$ cat src/rtl/m_wishbone_regbank.sv
// m_wishbone_regbank: a bank of NREG general-purpose registers on a Wishbone
// classic slave port. It supports byte-lane writes, optional wait states and
// transfer abort. It also has a one-cycle write strobe per register and a flat
// export of all registers for peripherals.
module m_wishbone_regbank #(
  parameter int            NREG       = 4,
  parameter int            DW         = 32,
  parameter int            WAITSTATES = 0,
  parameter logic [DW-1:0] RESETVAL   = '0,
  localparam int           AW         = $clog2(NREG),
  localparam int           SW         = DW / 8
) (
  input  logic                 CLK_I,
  input  logic                 RST_I,
  input  logic                 STB_I,
  input  logic                 WE_I,
  input  logic [AW-1:0]        ADR_I,
  input  logic [SW-1:0]        SEL_I,
  input  logic [DW-1:0]        DAT_I,
  output logic                 ACK_O,
  output logic [DW-1:0]        DAT_O,
  output logic [NREG-1:0]      wrpulse_o,
  output logic [NREG*DW-1:0]   regs_o
);

  localparam int         WINIT_I = (WAITSTATES > 0) ? WAITSTATES - 1 : 0;
  localparam logic [2:0] WINIT   = 3'(WINIT_I);

  typedef enum logic [1:0] {
    ST_IDLE = 2'd0,
    ST_WAIT = 2'd1,
    ST_ACK  = 2'd2
  } state_t;

  state_t             state_q, state_d;
  logic [2:0]         wcnt_q, wcnt_d;
  logic               commit;
  logic [DW-1:0]      regs_q [NREG];
  logic [DW-1:0]      dat_q;
  logic [NREG-1:0]    wrpulse_q;
  logic [NREG-1:0]    adr_onehot;

  // Next-state logic: count down the wait states, abort if the strobe drops,
  // and always return to IDLE after a single ACK cycle.
  always_comb begin
    state_d = state_q;
    wcnt_d  = wcnt_q;
    case (state_q)
      ST_IDLE: begin
        if (STB_I) begin
          if (WAITSTATES == 0) begin
            state_d = ST_ACK;
          end else begin
            state_d = ST_WAIT;
            wcnt_d  = WINIT;
          end
        end
      end
      ST_WAIT: begin
        if (!STB_I) begin
          state_d = ST_IDLE;
          wcnt_d  = 3'd0;
        end else if (wcnt_q != 3'd0) begin
          wcnt_d = wcnt_q - 3'd1;
        end else begin
          state_d = ST_ACK;
        end
      end
      ST_ACK: begin
        state_d = ST_IDLE;
      end
      default: begin
        state_d = ST_IDLE;
        wcnt_d  = 3'd0;
      end
    endcase
  end

  // The transfer commits on the edge that enters ACK.
  assign commit = (state_q != ST_ACK) && (state_d == ST_ACK);

  // Decode the register index into a one-hot vector for the write strobes.
  always_comb begin
    adr_onehot        = '0;
    adr_onehot[ADR_I] = 1'b1;
  end

  // State register and wait counter. Reset overrides a transfer in progress.
  always_ff @(posedge CLK_I) begin
    if (!RST_I) begin
      state_q <= ST_IDLE;
      wcnt_q  <= 3'd0;
    end else begin
      state_q <= state_d;
      wcnt_q  <= wcnt_d;
    end
  end

  // Register bank: byte-lane write at the commit edge. Unselected lanes hold.
  always_ff @(posedge CLK_I) begin
    if (!RST_I) begin
      for (int i = 0; i < NREG; i++) begin
        regs_q[i] <= RESETVAL;
      end
    end else if (commit && WE_I) begin
      for (int b = 0; b < SW; b++) begin
        if (SEL_I[b]) begin
          regs_q[ADR_I][8*b +: 8] <= DAT_I[8*b +: 8];
        end
      end
    end
  end

  // Registered read data and write strobes. Both are non-zero only during
  // the ACK cycle that follows the commit edge.
  always_ff @(posedge CLK_I) begin
    if (!RST_I) begin
      dat_q     <= '0;
      wrpulse_q <= '0;
    end else begin
      dat_q     <= (commit && !WE_I) ? regs_q[ADR_I] : '0;
      wrpulse_q <= (commit && WE_I) ? adr_onehot : '0;
    end
  end

  assign ACK_O     = (state_q == ST_ACK);
  assign DAT_O     = dat_q;
  assign wrpulse_o = wrpulse_q;

  // Flatten the register array for peripherals.
  for (genvar i = 0; i < NREG; i++) begin : g_export
    assign regs_o[i*DW +: DW] = regs_q[i];
  end

endmodule

$ cat config.mk
export PLATFORM = sky130hd
export DESIGN_NAME = m_wishbone_regbank
export DESIGN_NICKNAME = d
export VERILOG_FILES = /design/src/rtl/m_wishbone_regbank.sv
export SDC_FILE = /design/constraint.sdc
export NUM_CORES = 1
export LEC_CHECK = 0
export CORE_ASPECT_RATIO = 0.8
export CORE_MARGIN = 2
export CORE_UTILIZATION = 40
export CTS_CLUSTER_DIAMETER = 200
export DETAILED_ROUTE_END_ITERATION = 7
export DONT_BUFFER_PORTS = 1
export GPL_TIMING_DRIVEN = 0
export PLACE_DENSITY = 0.61
export SETUP_SLACK_MARGIN = 0.1
export SLEW_MARGIN = 20
export SYNTH_ARGS = -nofsm -noshare
export SYNTH_HDL_FRONTEND = slang
export SYNTH_SLANG_ARGS = --single-unit
$ cat constraint.sdc
create_clock -name CLK_I -period 2.3 [get_ports CLK_I]
set_input_delay 0.23 -clock CLK_I [delete_from_list [all_inputs] [get_ports CLK_I]]
set_output_delay 0.23 -clock CLK_I [all_outputs]
set_load 0.05 [all_outputs]
==> results.py <==
metrics = {
    "layout": {
        "area_growth_pct": 22.3,
        "num_antenna_cells": 0,
        "finalInstanceArea_sq_um": 8410,
        "final_common_cell": "edfxtp_1",
        "fin_nets": 600,
        "fin_util": 0.503,
        "final_cell_mix": "edfxtp_1 (128), nor2_1 (100), dfxtp_1 (41)",
        "fillCellCount": 1432,
        "drive_gt1_frac": 0.221,
        "stdcell_count": 789,
    },
    "place": {
        "dp_slack_ps": -322,
        "port_buffers": 0,
        "dp.cells": 713,
        "place_area_sq_um": 7220,
        "place.gp.congestion": 0.784,
        "dp_hpwl_mm": 13.9,
    },
    "timing": {
        "clock_skew_ps": 10.2,
        "finalSetupTns_ps": 0,
        "tightest_slew_ps": 1040,
        "finalHoldWorstSlack_ps": 20.4,
        "slew_headroom": 0.304,
        "rsz0062_at_grt": "false",
        "max_freq_ghz": 0.464,
        "final_max_slew_viol_count": 0,
        "period_minus_slack_ps": 2150,
        "setup_viol": 0,
        "finalWorstSetupSlack_ps": 146,
        "fin_crit_sh": 0.937,
        "hold_viol": 0,
    },
    "cts": {
        "cts-root-buf": "clkbuf_16",
        "htreeDepth": 4,
        "path_clk_slew_ps": 60,
        "cts_buffers": 17,
        "clock_latency_ps": 430,
        "clock-sinks": 169,
        "clockBufferDepth": 2,
        "cts_tree": "yes",
    },
    "min_path": {
        "hp-class": "primary input to flop",
        "min_from": "DAT_I[15]",
        "hold_depth": 1,
        "hold_end": "regs_q[3][15]",
    },
    "setup_path": {
        "r2r_setup_slack_ps": 150,
        "critPathBufInv": 3,
        "slowest_delay_ps": 440,
        "arrival_ps": 2290,
        "reg2reg_from": "wcnt_q[0]",
        "r2r_cells": 7,
        "criticalPathCategory": "flop to flop",
        "r2r_end": "regs_q[1][11]",
        "cp.required_ps": 2430,
        "critical-path-top-delay-family": "compound AO/OA/AOI/OAI gates",
        "cp-end-kind": "flop",
        "cp_cell_sequence": "inv_1, ha_2, nand2b_4, a2111o_1, buf_6, o21ai_4, buf_4",
        "worstSetupStartpointType": "flop",
        "slowest_stage": "a2111o_1",
        "cp_max_fo": 10,
    },
    "yosys": {
        "synth_xor_area_frac": 0,
        "ys_ff_latch": 169,
        "postSynthNetCount": 531,
        "synth_adder_area_share": 0.00364,
        "syn_area_sq_um": 6880,
        "synth_edf_count": 128,
        "syn_inst": 487,
        "yosys.area_share.simple": 0.150,
        "postSynthAreaPerCell_sq_um": 14.1,
        "ys_seq_area_frac": 0.678,
        "muxShareOfSynthArea": 0.106,
        "synth_compound_area_frac": 0.0297,
        "yosysUniqueCellTypes": 33,
        "synth_flop_cell": "edfxtp_1",
        "synth_top_family_by_area": "simple AND/OR/NAND/NOR gates",
        "ys.warnings.count": 0,
        "async_flop_share": 0,
    },
    "drt": {
        "via_per_inst": 5.40,
        "vias": 4257,
        "firstDrtPassIters": 5,
        "ant_nets": 0,
        "wl_mm": 19.7,
        "first_iter_violations": 311,
        "avgRoutedWirePerCell_um": 25.0,
        "drc": 0,
    },
    "global_routing": {
        "grt_antenna_before_repair": 0,
        "grt_max_degree": 17,
        "grt_overflow": 0,
        "grt_pass1_vias": 4369,
        "grt_usage": 0.218,
        "grt_pass1_wl_mm": 28.1,
    },
    "power": {
        "clkPwrFrac": 0.401,
        "power.switching_mw": 1.90,
        "swShare": 0.264,
        "power_mw": 7.21,
        "p_int_mw": 5.31,
        "seqPwrFrac": 0.535,
        "leakage_nw": 2.94,
        "combPwrFrac": 0.064,
        "powerDensity_nw_per_um2": 857,
        "irDropWorstVdd_mv": 0.504,
    },
    "floorplan": {
        "core_area_sq_um": 16700,
        "die_area_sq_um": 18300,
        "die-height_um": 121,
        "start_util": 0.411,
        "row_count": 42,
        "io_pins": 207,
        "die_w_um": 151,
    },
    "run_status": {
        "status": "finished, final reports clean",
    },
    "run": {
        "cap_violations": 0,
    },
}
## worst max path at each step
stage          startpoint            end  slack [ps]  cells after the start
6_report        wcnt_q[0]  regs_q[1][11]         150                      7
5_1_grt         wcnt_q[0]  regs_q[1][15]         100                      7
4_1_cts         wcnt_q[0]   regs_q[0][4]        -130                      5
3_5_place_dp    wcnt_q[0]   regs_q[2][9]        -320                      5
3_3_place_gp     ADR_I[1]  regs_q[3][11]        -930                      4
2_1_floorplan   wcnt_q[0]   regs_q[1][0]          50                      6
## sequential cells by signal, indices dropped and copies added (netlist names)
name       count
wrpulse_o      4
state_q        2
DAT_O         32
wcnt_q         3
regs_q       128
## repair_timing
item | 4_1_cts | 5_1_grt
gates resized for setup | 19 | 12
hold buffers | 31 | 0
setup buffers | 4 | 9
pin swaps | 3 | 2
hold endpoints to repair | 31 | 0
endpoints found under the setup margin | 125 | 174
## synthesized netlist by cell type, types with 2 or more instances
cell / instances / area [sq um]
inv_1: 9 / 33.8
nor2_2: 2 / 12.5
nor2_1: 100 / 375
buf_4: 7 / 52.6
a21oi_1: 3 / 15.0
dfxtp_1: 41 / 821
nand2_1: 34 / 128
o21ai_0: 15 / 75.1
buf_6: 4 / 45.0
buf_1: 2 / 7.51
o31ai_1: 4 / 30.0
edfxtp_1: 128 / 3840
clkbuf_1: 8 / 30.0
ha_1: 2 / 25.0
and2_1: 36 / 225
buf_2: 10 / 50.1
mux4_2: 32 / 721
nor2b_1: 34 / 213
nor3_1: 2 / 10.0
## cell type report
class                           instances  area (sq um)  share of cell area
Clock inverter                         12           150              0.0179
Inverter                                9          33.8             0.00402
Buffer                                 31           185              0.0220
Multi-Input combinational cell        278          2190               0.260
Sequential cell                       169          4660               0.555
Tap cell                              220           275              0.0327
Timing Repair Buffer                   50           478              0.0568
Clock buffer                           20           437              0.0519
## kinds of logic after synthesis
logic type | after synthesis
mux | 33
fa+ha+maj | 2
buf+inv | 40
compound gates | 28
simple gates | 215
flops | 169
## routing by layer
layer / routed length (um) / global-route usage
met4: 341 / 0.0596
met3: 2100 / 0.0861
met1: 7970 / 0.271
met2: 9270 / 0.354
met5: 0 / 0
## power groups by stage
| stage | registers, mW | clock network, mW | logic [mW] |
|---|---|---|---|
| after floorplan | 3.89 | 0 | 0.255 |
| after global placement | 3.93 | 0 | 0.349 |
| after detailed placement | 3.93 | 0 | 0.370 |
| after CTS | 3.86 | 2.92 | 0.446 |
| after global routing | 3.87 | 3.04 | 0.493 |
| final | 3.86 | 2.89 | 0.460 |
Power figures use the tool's default switching activity.
==> RTL edit 1 (same settings) <==
`WAITSTATES`: 0 -> 1.
--- a/src/rtl/m_wishbone_regbank.sv
+++ b/src/rtl/m_wishbone_regbank.sv
@@ -6,5 +6,5 @@
   parameter int            NREG       = 4,
   parameter int            DW         = 32,
-  parameter int            WAITSTATES = 0,
+  parameter int            WAITSTATES = 1,
   parameter logic [DW-1:0] RESETVAL   = '0,
   localparam int           AW         = $clog2(NREG),
Formal check against the unedited RTL: not equivalent (Yosys sat finds a counterexample within 4 cycles, from zero or initial values and one cycle with RST_I low).
==> RTL edit 1 against the original RTL <==
Final area rose by 0.31%. Total power fell by 1.4%. Synthesized area rose by 1.6%. First-iteration DRC count fell by 12%. Via count fell by 2.0%. Cell count fell by 0.25%. Synthesized cell count rose by 1.0%. Non-clock buffer count fell by 15. Worst setup slack got worse by 0.026 ns. Sequential cell count did not move. Hold slack improved by 0.0031 ns. Wire length fell by 1.8%. Highest routed layer unchanged.
==> RTL edit 1: results <==
{
  "yosysUniqueCellTypes": 34,
  "reg2reg_from": "wcnt_q[0]",
  "grt_pass1_vias": 4119,
  "synth_common_cells": "128 x edfxtp_1, 78 x nor2_1, 41 x dfxtp_1",
  "ys_top_cells_by_area": "edfxtp_1 55%, dfxtp_1 12%, mux4_2 10%",
  "synth_cells": 492,
  "vias": 4173,
  "slowest_stage": "nand3_1",
  "clock_skew_ns": 0.00820,
  "wl_met3_um": 2400,
  "antenna_found_initial": 0,
  "worstMarginPinSlew_ns": 1.09,
  "cp_top_family": "simple AND/OR/NAND/NOR gates",
  "fin_tns_setup_ns": 0,
  "cp-start-kind": "register",
  "crit_fanout": 10,
  "dp_worst_setup_slack_ns": -0.220,
  "grt_pass1_wl_um": 26700,
  "async_flop_share_pct": 0,
  "antennaDiodeCount": 0,
  "ys_seq_area_share_pct": 66.8,
  "cts_buffers": 17,
  "status": "finished clean",
  "dpl_cell_area_mm2": 0.00730,
  "root_buffer": "clkbuf_16",
  "drt_iter0_drc": 275,
  "p_seq_share_pct": 53.0,
  "grtUsageTotal_pct": 20.7,
  "firstDrtPassIters": 5,
  "gr-usage-met2_pct": 32.4,
  "dr.max_layer_used": "met4",
  "use_met3_pct": 9.48,
  "use_met1_pct": 26.5,
  "p_leak_uw": 0.00301,
  "pg_comb_uw": 397,
  "top_register": "regs_q",
  "wl_per_cell_um": 24.6,
  "port_buffers": 0,
  "place_hpwl_um": 13600,
  "cts.htree.levels": 4,
  "met2_length_um": 9240,
  "drive_gt1_share_pct": 23.5,
  "critPathArrivalTime_ns": 2.32,
  "seq_cell_power_uw": 3770,
  "synth_edf_count": 128,
  "place_congestion": 0.872,
  "synth_nets": 536,
  "routed_wl_um": 19300,
  "dpl.cell_count": 721,
  "slowest_delay_ns": 0.34,
  "largest_reg_flops": 128,
  "peakVddDrop_mv": 0.309,
  "switching_share_pct": 25.4,
  "wl_met1_um": 7580,
  "fin_nets": 593,
  "hp-start": "DAT_I[6]"
}
==> RTL edit 1: cell count changes in the layout (fill, tap and decap cells not counted), moves of 5 or more <==
cell | before | now
and3_1 | 0 | 26
buf_4 | 24 | 8
inv_1 | 9 | 3
and2_4 | 0 | 26
nor3_1 | 2 | 7
and2_1 | 36 | 10
nand3_1 | 1 | 6
nor2_1 | 100 | 78
==> RTL edit 1: path summary, 6_finish.rpt <==
kind                        end  slack, ns  cells past startpoint
hold reg to reg       wcnt_q[2]       0.58                      1
setup reg to reg  regs_q[3][22]       0.12                      7
setup / recovery  regs_q[3][22]       0.12                      7
hold / removal     regs_q[2][6]       0.02                      1
==> RTL edit 1: repair_timing <==
action	CTS	global route
hold buffers	30	0
pin swaps	0	6
buffers inserted	0	4
endpoints found under the setup margin	94	106
resized for setup	8	22
endpoints found under the hold margin	30	0
==> RTL edit 1: cell type report <==
cell class                      instances  area, um2
Sequential cell                       169       4660
Fill cell                            1496       8780
Buffer                                 28        155
Timing Repair Buffer                   38        410
Clock inverter                         14        169
Inverter                                3       11.3
Tap cell                              225        282
Clock buffer                           18        439
Multi-Input combinational cell        292       2310
==> RTL edit 1: worst reg2reg max path, cell delays in order, from the launching register on <==
cell,delay (ns)
dfxtp_1,0.32
inv_1,0.10
ha_1,0.21
and4b_1,0.21
buf_4,0.16
nand3_1,0.34
o21ai_4,0.34
buf_4,0.21
==> RTL edit 1: logic make-up (layout without fill, tap and decap cells) <==
group,Yosys count,after routing,share of synthesized area [%]
adder cells (fa/ha/maj),2,2,0.358
buffers and inverters,31,101,2.36
AO/OA/AOI/OAI,20,20,1.65
AND/OR/NAND/NOR,238,238,18.5
flip-flops,169,169,66.8
multiplexers,32,32,10.3
==> RTL edit 2 (config.mk and constraints unchanged) <==
Made on the original files. The 3 states of `state_t` get a one-hot encoding in 3 bits.
--- a/src/rtl/m_wishbone_regbank.sv
+++ b/src/rtl/m_wishbone_regbank.sv
@@ -27,8 +27,8 @@
   localparam logic [2:0] WINIT   = 3'(WINIT_I);
 
-  typedef enum logic [1:0] {
-    ST_IDLE = 2'd0,
-    ST_WAIT = 2'd1,
-    ST_ACK  = 2'd2
+  typedef enum logic [2:0] {
+    ST_IDLE = 3'b001,
+    ST_WAIT = 3'b010,
+    ST_ACK  = 3'b100
   } state_t;
 
Behaviour: no difference found for any inputs over 4 cycles, from zero or initial values and one cycle with RST_I low; so few cycles prove little.
==> RTL edit 2 against the original RTL <==
Synthesized area increased by 2.0%. Worst setup slack got worse by 0.048 ns. First-iteration DRC count decreased by 24%. Critical endpoint is now regs_q[3][2]. Total power increased by 2.6%. Wire length decreased by 6.1%. Clock power increased by 4%. Final area increased by 3.0%. Critical path depth unchanged. Sequential cell count increased by 1. Combinational power increased by 7.4%. Critical path type unchanged. Sequential power increased by 1%. Global-route usage decreased by 1.9 points. Via count decreased by 4.3%.
==> RTL edit 2: results <==
{
  "status": "finished clean",
  "max_slew_margin_pct": 37.3,
  "clock_skew_ns": 0.0125,
  "place_hpwl_um": 12800,
  "p_leak_uw": 0.00311,
  "synth_nets": 504,
  "vias_per_cell": 5.27,
  "fin_nets": 579,
  "drt_iter0_drc": 237,
  "cp_top_family": "simple AND/OR/NAND/NOR gates",
  "yosysUniqueCellTypes": 36,
  "ys_seq_area_share_pct": 66.8,
  "ys_warn_count": 0,
  "grt_pass1_wl_um": 26600,
  "slowest_delay_ns": 0.48,
  "drive_gt1_share_pct": 26.6,
  "port_buffers": 0,
  "dpl.cell_count": 691,
  "pwr-share-clk_pct": 40.5,
  "synth_common_cells": "128 x and2_1, 128 x edfxtp_1, 42 x dfxtp_1",
  "peakVddDrop_mv": 0.499,
  "synth.avg_cell_area_um2": 15.2,
  "antenna_found_initial": 1,
  "cts_buffers": 17,
  "power_switching_uw": 2000,
  "ys_top_cells_by_area": "edfxtp_1 55%, dfxtp_1 12%, and2_1 11%",
  "seq_cell_power_uw": 3900,
  "grt_pass1_vias": 4220,
  "crit_fanout": 7,
  "post_layout_nonfiller_instances": 773,
  "critPathArrivalTime_ns": 2.34,
  "routed_wl_um": 18500,
  "powerDensity_mw_per_mm2": 854,
  "firstDrtPassIters": 6,
  "slowest_stage": "or3_4",
  "place_congestion": 0.803,
  "grtUsageTotal_pct": 19.9
}
RTL edit 2: what timing repair did:
action	4_1_cts	5_1_grt
endpoints found under the setup margin	194	88
pin swaps	3	3
resized for setup	37	5
setup buffers	4	8
hold endpoints to repair	121	4
hold buffers	34	4
gates cloned	0	0
RTL edit 2: cells by family (layout without fill, tap and decap cells):
logic type      after synthesis  count (layout)  synth area share, %
compound gates               28              28                 2.57
xor+xnor                      2               2                0.250
fa+ha+maj                     2               2                0.357
buf+inv                      24             112                 1.73
flops                       170             170                 66.8
mux                          32              32                 10.3
simple gates                202             202                 18.0
RTL edit 2: cell type report:
type                            instances  area (um2)
Clock buffer                           17         425
Tap cell                              225         282
Clock inverter                         15         189
Inverter                                6        22.5
Timing Repair Buffer                   56         557
Buffer                                 18         103
Multi-Input combinational cell        266        2400
Sequential cell                       170        4680
Fill cell                            1474        8610
RTL edit 2: routing by layer:
layer / GRT usage (%) / part of all wire, %
met1: 23.9 / 40
met2: 31.7 / 49
met3: 9.50 / 9.8
met4: 6.72 / 1.8
met5: 0 / 0.070
RTL edit 2: worst paths after layout:
path                                 from       endpoint  slack, ns  cells past startpoint
worst min-delay path            DAT_I[16]  regs_q[0][16]       0.01                      1
worst min register to register  wcnt_q[2]      wcnt_q[2]       0.50                      2
worst max-delay path            wcnt_q[0]   regs_q[3][2]        0.1                      7
worst max register to register  wcnt_q[0]   regs_q[3][2]        0.1                      7
RTL edit 2: per-stage QoR:
stage          worst slack [ns]  util (%)  cell area (um2)
3_5_place_dp             -0.392      42.5             7350
3_3_place_gp             -0.807      42.2             7300
2_1_floorplan           -0.0349         -             7010
4_1_cts                  0.0706      49.5             8540
5_1_grt                  0.0658      50.1             8660
6_report                 0.0980      50.1             8660
